**src/rtl/bluetooth_uart_rx.sv**
```systemverilog
// 8N1 UART receiver feeding bluetooth_decoder's sig_bt bus, with valid/frame-error strobes and busy flag.
// Define BT_RX_PARITY_EN to receive 8E1 frames with even-parity checking.
module bluetooth_uart_rx #(
    parameter int CLK_FREQ = 100000000,
    parameter int BAUD     = 9600
) (
    input  logic       CLK_100MHz,
    input  logic       rst_n,
    input  logic       bt_rx,
    output logic [7:0] sig_bt,
    output logic       bt_valid,
    output logic       bt_frame_err,
    output logic       bt_busy
);
    localparam int CLKS_PER_BIT = CLK_FREQ / BAUD;
    localparam int HALF_BIT     = CLKS_PER_BIT / 2;
    localparam int CNT_W        = (CLKS_PER_BIT > 2) ? $clog2(CLKS_PER_BIT) : 1;
    localparam logic [CNT_W-1:0] BIT_LAST  = CNT_W'(CLKS_PER_BIT - 1);
    localparam logic [CNT_W-1:0] HALF_LAST = CNT_W'(HALF_BIT - 1);

    typedef enum logic [2:0] {
        IDLE      = 3'd0,
        START     = 3'd1,
        DATA      = 3'd2,
`ifdef BT_RX_PARITY_EN
        PARITY    = 3'd3,
`endif
        STOP      = 3'd4,
        WAIT_HIGH = 3'd5
    } state_t;

    state_t           state_q, state_d;
    logic             sync1_q, rx_s_q;
    logic [CNT_W-1:0] cnt_q, cnt_d;
    logic [2:0]       bit_idx_q, bit_idx_d;
    logic [7:0]       shift_q, shift_d;
    logic [7:0]       sig_q, sig_d;
    logic             valid_q, valid_d;
    logic             err_q, err_d;
`ifdef BT_RX_PARITY_EN
    logic             par_err_q, par_err_d;
`endif

    always_ff @(posedge CLK_100MHz) begin
        if (!rst_n) begin
            sync1_q   <= 1'b1;
            rx_s_q    <= 1'b1;
            state_q   <= IDLE;
            cnt_q     <= '0;
            bit_idx_q <= '0;
            shift_q   <= '0;
            sig_q     <= 8'h00;
            valid_q   <= 1'b0;
            err_q     <= 1'b0;
`ifdef BT_RX_PARITY_EN
            par_err_q <= 1'b0;
`endif
        end else begin
            sync1_q   <= bt_rx;
            rx_s_q    <= sync1_q;
            state_q   <= state_d;
            cnt_q     <= cnt_d;
            bit_idx_q <= bit_idx_d;
            shift_q   <= shift_d;
            sig_q     <= sig_d;
            valid_q   <= valid_d;
            err_q     <= err_d;
`ifdef BT_RX_PARITY_EN
            par_err_q <= par_err_d;
`endif
        end
    end

    always_comb begin
        state_d   = state_q;
        cnt_d     = cnt_q + 1'b1;
        bit_idx_d = bit_idx_q;
        shift_d   = shift_q;
        sig_d     = sig_q;
        valid_d   = 1'b0;
        err_d     = 1'b0;
`ifdef BT_RX_PARITY_EN
        par_err_d = par_err_q;
`endif
        case (state_q)
            IDLE: begin
                cnt_d = '0;
                if (!rx_s_q) state_d = START;
            end
            START: begin
                // Mid-start-bit recheck rejects short glitches on the line.
                if (cnt_q == HALF_LAST) begin
                    cnt_d = '0;
                    if (rx_s_q) begin
                        state_d = IDLE;
                    end else begin
                        state_d   = DATA;
                        bit_idx_d = 3'd0;
                    end
                end
            end
            DATA: begin
                if (cnt_q == BIT_LAST) begin
                    cnt_d              = '0;
                    shift_d[bit_idx_q] = rx_s_q;
                    if (bit_idx_q == 3'd7) begin
`ifdef BT_RX_PARITY_EN
                        state_d = PARITY;
`else
                        state_d = STOP;
`endif
                    end else begin
                        bit_idx_d = bit_idx_q + 3'd1;
                    end
                end
            end
`ifdef BT_RX_PARITY_EN
            PARITY: begin
                if (cnt_q == BIT_LAST) begin
                    cnt_d     = '0;
                    par_err_d = ^{shift_q, rx_s_q};
                    state_d   = STOP;
                end
            end
`endif
            STOP: begin
                if (cnt_q == BIT_LAST) begin
                    cnt_d = '0;
                    if (rx_s_q) begin
                        state_d = IDLE;
`ifdef BT_RX_PARITY_EN
                        if (par_err_q) begin
                            err_d = 1'b1;
                        end else begin
                            sig_d   = shift_q;
                            valid_d = 1'b1;
                        end
`else
                        sig_d   = shift_q;
                        valid_d = 1'b1;
`endif
                    end else begin
                        err_d   = 1'b1;
                        state_d = WAIT_HIGH;
                    end
                end
            end
            WAIT_HIGH: begin
                // A held-low break must not look like a train of start bits.
                cnt_d = '0;
                if (rx_s_q) state_d = IDLE;
            end
            default: begin
                cnt_d   = '0;
                state_d = IDLE;
            end
        endcase
    end

    assign sig_bt       = sig_q;
    assign bt_valid     = valid_q;
    assign bt_frame_err = err_q;
    assign bt_busy      = (state_q != IDLE);
endmodule

```
**config.mk**
```make
export PLATFORM = sky130hd
export DESIGN_NAME = bluetooth_uart_rx
export DESIGN_NICKNAME = d
export VERILOG_FILES = /design/src/rtl/bluetooth_uart_rx.sv
export SDC_FILE = /design/constraint.sdc
export NUM_CORES = 1
export LEC_CHECK = 0
export CAP_MARGIN = 5
export CORE_MARGIN = 4
export CORE_UTILIZATION = 55
export DETAILED_ROUTE_END_ITERATION = 6
export GPL_TIMING_DRIVEN = 1
export PLACE_DENSITY = 0.76
export SETUP_SLACK_MARGIN = 0.15
export SYNTH_ARGS = -nofsm -noshare
export SYNTH_HDL_FRONTEND = slang
export SYNTH_SLANG_ARGS = --single-unit
```
**constraint.sdc**
```tcl
create_clock -name CLK_100MHz -period 2.74 [get_ports CLK_100MHz]
set_input_delay 0.548 -clock CLK_100MHz [delete_from_list [all_inputs] [get_ports CLK_100MHz]]
set_output_delay 0.548 -clock CLK_100MHz [all_outputs]
set_load 0.02 [all_outputs]
```
==> results of run 1 <==
-- logic make-up after synthesis --
family                     after synthesis  share of synthesized area
AOI/OAI and AO/OA                       16                     0.0622
DFF                                     40                      0.428
adders and majority gates                3                     0.0201
buffers and inverters                   15                     0.0488
and+or+nand+nor                         94                      0.289
xor gates and xnor gates                13                     0.0608
muxes                                   17                     0.0909
-- cells in the mapped netlist, types with 2 or more instances --
| cell | n | area share |
|---|---|---|
| o21ai_0 | 2 | 0.0053 |
| inv_1 | 6 | 0.012 |
| nand2_1 | 24 | 0.048 |
| xor2_1 | 7 | 0.033 |
| nand3_1 | 7 | 0.019 |
| nand2b_1 | 2 | 0.0067 |
| and4_1 | 4 | 0.019 |
| nor2_1 | 31 | 0.062 |
| ha_1 | 3 | 0.020 |
| o31ai_1 | 2 | 0.0080 |
| mux2i_1 | 17 | 0.091 |
| nand3b_1 | 2 | 0.0080 |
| nand4_1 | 3 | 0.010 |
| o211ai_1 | 2 | 0.0080 |
| dfxtp_1 | 40 | 0.43 |
| nor3b_1 | 2 | 0.0080 |
| nor3b_2 | 2 | 0.013 |
| o22ai_1 | 2 | 0.0067 |
| nor3_1 | 2 | 0.0053 |
| buf_6 | 3 | 0.018 |
| xnor2_1 | 6 | 0.028 |
| buf_2 | 3 | 0.0080 |
-- metal layers --
metal	vias to the layer above	global-route usage	wire length [µm]
met5	-	0	0
met4	0	0.0609	51
met3	6	0.0561	133
met2	26	0.279	1530
met1	650	0.241	1690
li1	713	-	-
-- critical path, cell delays in order (launching register included) --
cell             delay (ps)
dfxtp_1                 530
nor2_1                  140
nand2_1                  90
clkdlybuf4s50_1         590
-- power by group through the flow --
| stage | Clock [W] | Combinational, W | Sequential, W |
|---|---|---|---|
| floorplan | 0 | 0.000122 | 0.000618 |
| detailed placement | 0 | 0.000142 | 0.000628 |
| global route | 0.000410 | 0.000159 | 0.000618 |
| CTS | 0.000383 | 0.000143 | 0.000615 |
| global placement | 0 | 0.000138 | 0.000627 |
| finish | 0.000377 | 0.000142 | 0.000616 |
-- metrics by stage --
stage,setup WS (ps),std cells,utilization
2_1_floorplan,802,198,-
3_3_place_gp,709,249,0.637
3_5_place_dp,651,249,0.637
4_1_cts,502,257,0.661
5_1_grt,382,257,0.661
6_report,506,257,0.661
-- area by class of cell --
| type | count | area (µm²) |
|---|---|---|
| Sequential cell | 40 | 801 |
| Fill cell | 289 | 1070 |
| Tap cell | 44 | 55.1 |
| Multi-Input combinational cell | 143 | 980 |
| Clock inverter | 2 | 35.0 |
| Inverter | 7 | 26.3 |
| Timing Repair Buffer | 15 | 145 |
| Clock buffer | 6 | 41.3 |
-- how the worst max path moves through the flow --
stage,cells past startpoint,slack [ps],endpoint,startpoint
after global placement,6,710,bit_idx_q[1],cnt_q[0]
after floorplan,6,800,bit_idx_q[0],cnt_q[0]
after global routing,6,380,cnt_q[12],cnt_q[0]
final,3,510,bt_busy,state_q[1]
after CTS,3,500,bt_busy,state_q[1]
after detailed placement,6,650,cnt_q[10],cnt_q[0]
-- sequential cells by signal, indices dropped and copies added (netlist names) --
| register | flops |
|---|---|
| cnt_q | 14 |
| bt_valid | 1 |
| sig_bt | 8 |
| bit_idx_q | 3 |
| rx_s_q | 1 |
| sync1_q | 1 |
| bt_frame_err | 1 |
| shift_q | 8 |
| state_q | 3 |
==> run_results.csv, run 1 <==
group,metric,value,unit
final_layout,final_common_cell,"dfxtp_1",
timing,rsz0062_at_grt,"no",
min_path,whs_path_depth,1,
routing,drtIter0Drc,84,
pwr,power_frac_comb,0.126,
routing,wl_per_cell,13.3,µm
setup_path,crit_path_end_kind,"output pin",
floorplan,rows,20,
timing,hold_ws,416,ps
place,io_buffers,13,
timing,fmax,448,MHz
routing,drc,0,
clock_network,post_cts_buffers,0,
routing,ant_nets,0,
timing,hold_viol_final,0,
clock_network,h-tree-depth,2,
clock_network,ctsHoldBuffers,0,
synthesis,ys.warnings.count,0,
timing,finalWorstPathRequiredPeriod,2230,ps
place,dp_hpwl,2.47,mm
pwr,p_clk_frac,0.332,
setup_path,worstReg2RegEnd,"shift_q[0]",
min_path,holdPathEnd,"rx_s_q",
pwr,vdd_drop_max,0.398,mV
clock_network,numCtsBuffers,5,
synthesis,syn_area_per_cell,9.45,µm²
global_routing,grt_max_degree,16,
setup_path,worstSetupPathType,"flip-flop to output pin",
pwr,p_switching,0.000291,W
floorplan,boundaryPins,14,
synthesis,async_flop_share,0,
global_routing,antenna_found_initial,0,
clock_network,cts_num_sinks,40,
routing,post_drt_via_cell_ratio,5.43,
final_layout,area_growth,11.3,%
final_layout,design_area,2080,µm²
pwr,total_power,0.00113,W
clock_network,cts_resized,0,
synthesis,synth_ff_type,"dfxtp_1",
clock_network,insertion_delay,350,ps
timing,max_slew_margin,0.629,
final_layout,final_cell_mix,"dfxtp_1 (40), nor2_1 (31), nand2_1 (24)",
setup_path,cp.required,2190,ps
synthesis,syn-num-nets,204,
synthesis,syn_inst,198,
timing,slew_violations,0,
floorplan,die_width,66.3,µm
place,finalWeightedCongestion,0.887,
timing,setup_viol_count_final,0,
timing,min_period_over_period,0.815,
global_routing,grt_pass1_vias,1330,
setup_path,timing.rr.start,"cnt_q[0]",
place,placed_cell_area,2010,µm²
synthesis,syn_area,1870,µm²
setup_path,critPathLaunchType,"flip-flop",
routing,dr.pass1.iters,4,
global_routing,grt_pass1_wl,6.11,mm
run_status,outcome,"finished, final reports clean",
timing,worst_pin_slew,554,ps
pwr,p_int,0.000844,W
pwr,p_leak,0.713,nW
clock_network,clk_path_buf_depth,2,
pwr,seqPwrFrac,0.542,
min_path,hold_path_class,"flip-flop to flip-flop",
floorplan,die_h,66.3,µm
pwr,p_sw_frac,0.256,
final_layout,antenna_cells,0,
synthesis,synth_seq_cells,40,
timing,setup-tns-final,0,ps
run,maxCapViolCount,0,
setup_path,critPathArrivalTime,1690,ps
setup_path,rrSetupSlack,590,ps
synthesis,ys_seq_area_frac,0.428,
timing,finalClockSkew,21.4,ps
global_routing,grt_overflow,0,
pwr,cellPowerDensity,545,nW/µm²
min_path,min_from,"sync1_q",
floorplan,initial_core_util,0.594,
routing,wirelength,3.41,mm
setup_path,crit_fanout,9,
final_layout,layout-drive-gt1-share,0.0892,
clock_network,clk_pin_slew,110,ps
routing,vias,1395,
clock_network,cts_tree,"built",
synthesis,synth-edff-count,0,
final_layout,nNetsFinal,218,
floorplan,design.core.area,3150,µm²
synthesis,yosysUniqueCellTypes,48,
setup_path,rr_worst_depth,6,
floorplan,die_area,4400,µm²
global_routing,grt_usage,0.182,
clock_network,root_buffer,"clkbuf_4",
Note: power is estimated with default switching activity, not from simulation.
==> run 2, diff against run 1 <==
--- a/config.mk
+++ b/config.mk
@@ -7,10 +7,10 @@
 export LEC_CHECK = 0
 export CAP_MARGIN = 5
 export CORE_MARGIN = 4
-export CORE_UTILIZATION = 55
+export CORE_UTILIZATION = 51
 export DETAILED_ROUTE_END_ITERATION = 6
 export GPL_TIMING_DRIVEN = 1
-export PLACE_DENSITY = 0.76
+export PLACE_DENSITY = 0.74
 export SETUP_SLACK_MARGIN = 0.15
 export SYNTH_ARGS = -nofsm -noshare
 export SYNTH_HDL_FRONTEND = slang
==> constraint.sdc (replaced) <==
create_clock -name CLK_100MHz -period 1.9 [get_ports CLK_100MHz]
set_input_delay 0.38 -clock CLK_100MHz [delete_from_list [all_inputs] [get_ports CLK_100MHz]]
set_output_delay 0.38 -clock CLK_100MHz [all_outputs]
set_load 0.02 [all_outputs]
==> run_results.csv, run 2 (same netlist as run 1, synthesis figures left out) <==
group,metric,value,unit
timing,worst_pin_slew,542,ps
final_layout,final_common_cell,"dfxtp_1",
place,dp_hpwl,2.73,mm
setup_path,crit_fanout,3,
timing,hold_viol_final,0,
global_routing,grt_max_degree,14,
timing,max_slew_margin,0.638,
global_routing,grt_pass1_wl,7.20,mm
routing,drtIter0Drc,152,
floorplan,die_width,68.6,µm
setup_path,critPathLaunchType,"flip-flop",
timing,layout_setup_ws,-87.7,ps
min_path,hold_path_class,"flip-flop to flip-flop",
timing,setup-tns-final,-577,ps
pwr,cellPowerDensity,775,nW/µm²
clock_network,cts_tree,"built",
timing,fmax,503,MHz
routing,post_drt_via_cell_ratio,5.78,
clock_network,insertion_delay,300,ps
timing,slew_violations,0,
final_layout,utilization,0.735,
place,io_buffers,13,
timing,hold_ws,416,ps
clock_network,numCtsBuffers,5,
clock_network,cts_num_sinks,40,
clock_network,ctsHoldBuffers,0,
routing,drc,0,
final_layout,design_area,2530,µm²
pwr,total_power,0.00196,W
timing,finalClockSkew,8.61,ps
run_status,violations,"negative setup slack",
clock_network,h-tree-depth,2,
global_routing,grt_usage,0.206,
run_status,outcome,"finished with violations",
clock_network,clk_path_buf_depth,2,
global_routing,grt_overflow,0,
timing,rsz0062_at_grt,"yes",
setup_path,critPathArrivalTime,2220,ps
final_layout,area_growth,35.1,%
final_layout,final_cell_mix,"dfxtp_1 (30), nand2_1 (24), nor2_1 (18)",
run,maxCapViolCount,0,
global_routing,grt_pass1_vias,1556,
setup_path,worstSetupPathType,"flip-flop to flip-flop",
final_layout,largest_reg_flops,14,
floorplan,initial_core_util,0.544,
timing,setup_viol_count_final,20,
pwr,p_leak,0.888,nW
setup_path,crit_path_end_kind,"flip-flop",
floorplan,die_h,68.6,µm
setup_path,cp.required,2130,ps
final_layout,nNetsFinal,237,
clock_network,clk_pin_slew,80,ps
timing,min_period_over_period,1.05,
floorplan,die_area,4700,µm²
routing,vias,1606,
place,finalWeightedCongestion,0.848,
global_routing,antenna_found_initial,0,
final_layout,antenna_cells,0,
final_layout,layout-drive-gt1-share,0.336,
pwr,vdd_drop_max,0.641,mV
routing,ant_nets,0,
routing,wirelength,4.91,mm
routing,dr.pass1.iters,4,
final_layout,top_register,"cnt_q",
place,placed_cell_area,2150,µm²
routing,wl_per_cell,17.7,µm
floorplan,design.core.area,3440,µm²
clock_network,root_buffer,"clkbuf_8",
timing,finalWorstPathRequiredPeriod,1990,ps
floorplan,rows,21,
floorplan,boundaryPins,14,
## run 2: cell count changes in the layout (fill, tap and decap cells not counted), sizes merged
cell and delta:
buf +19
## run 2: metal layers
| layer | routed length, µm | vias to the layer above | global-route usage |
|---|---|---|---|
| met5 | 0 | - | 0 |
| met4 | 109 | 0 | 0.0645 |
| met3 | 285 | 13 | 0.0616 |
| met2 | 2440 | 56 | 0.344 |
| met1 | 2080 | 777 | 0.252 |
| li1 | - | 760 | - |
## run 2: cell type report
class                      instances  area [µm²]
multi-input combinational        143        1180
fill                             240         913
sequential                        40         816
timing repair buffer              34         324
clock buffer                       6        82.6
tap                               46        57.6
clock inverter                     2        38.8
inverter                           7        26.3
## run 2: power by group
| part | switching, W | internal [W] | total (W) |
|---|---|---|---|
| Clock | 0.000306 | 0.000430 | 0.000736 |
| Sequential | 0.0000361 | 0.000859 | 0.000895 |
| Combinational | 0.000188 | 0.000140 | 0.000328 |
| Total | 0.000531 | 0.00143 | 0.00196 |
## run 2: through the flow
step / worst slack (ps) / std cells
detailed placement: -50.1 / 265
global placement: 35.8 / 265
finish: -87.7 / 278
global route: -156 / 278
CTS: -33.6 / 278
floorplan: 60.4 / 198
## run 2: final timing paths
check | start | endpoint | slack (ps) | cells past startpoint
setup / recovery | cnt_q[8] | bit_idx_q[0] | -90 | 5
hold / removal | sync1_q | rx_s_q | 420 | 1
setup reg to reg | cnt_q[8] | bit_idx_q[0] | -90 | 5
hold reg to reg | sync1_q | rx_s_q | 420 | 1
## run 2: worst max-delay path: stages, from the launching register on
cell and delay (ps):
dfxtp_2 330, or4b_4 540, nor4_4 330, o221ai_2 160
or3_4 390, o22ai_2 170
## run 2: what timing repair did
item | in CTS | in global routing
gates resized for setup | 28 | 26
gates cloned | 1 | 0
pin swaps | 18 | 4
setup endpoints to repair | 36 | 34
setup buffers | 4 | 0
==> run 3, diff against run 2 <==
--- a/config.mk
+++ b/config.mk
@@ -8,6 +8,7 @@
 export CAP_MARGIN = 5
 export CORE_MARGIN = 4
 export CORE_UTILIZATION = 51
+export CTS_CLUSTER_SIZE = 12
 export DETAILED_ROUTE_END_ITERATION = 6
 export GPL_TIMING_DRIVEN = 1
 export PLACE_DENSITY = 0.74
==> results of run 3 <==
No change in the layout: final DEF, timing and power equal those of run 2.
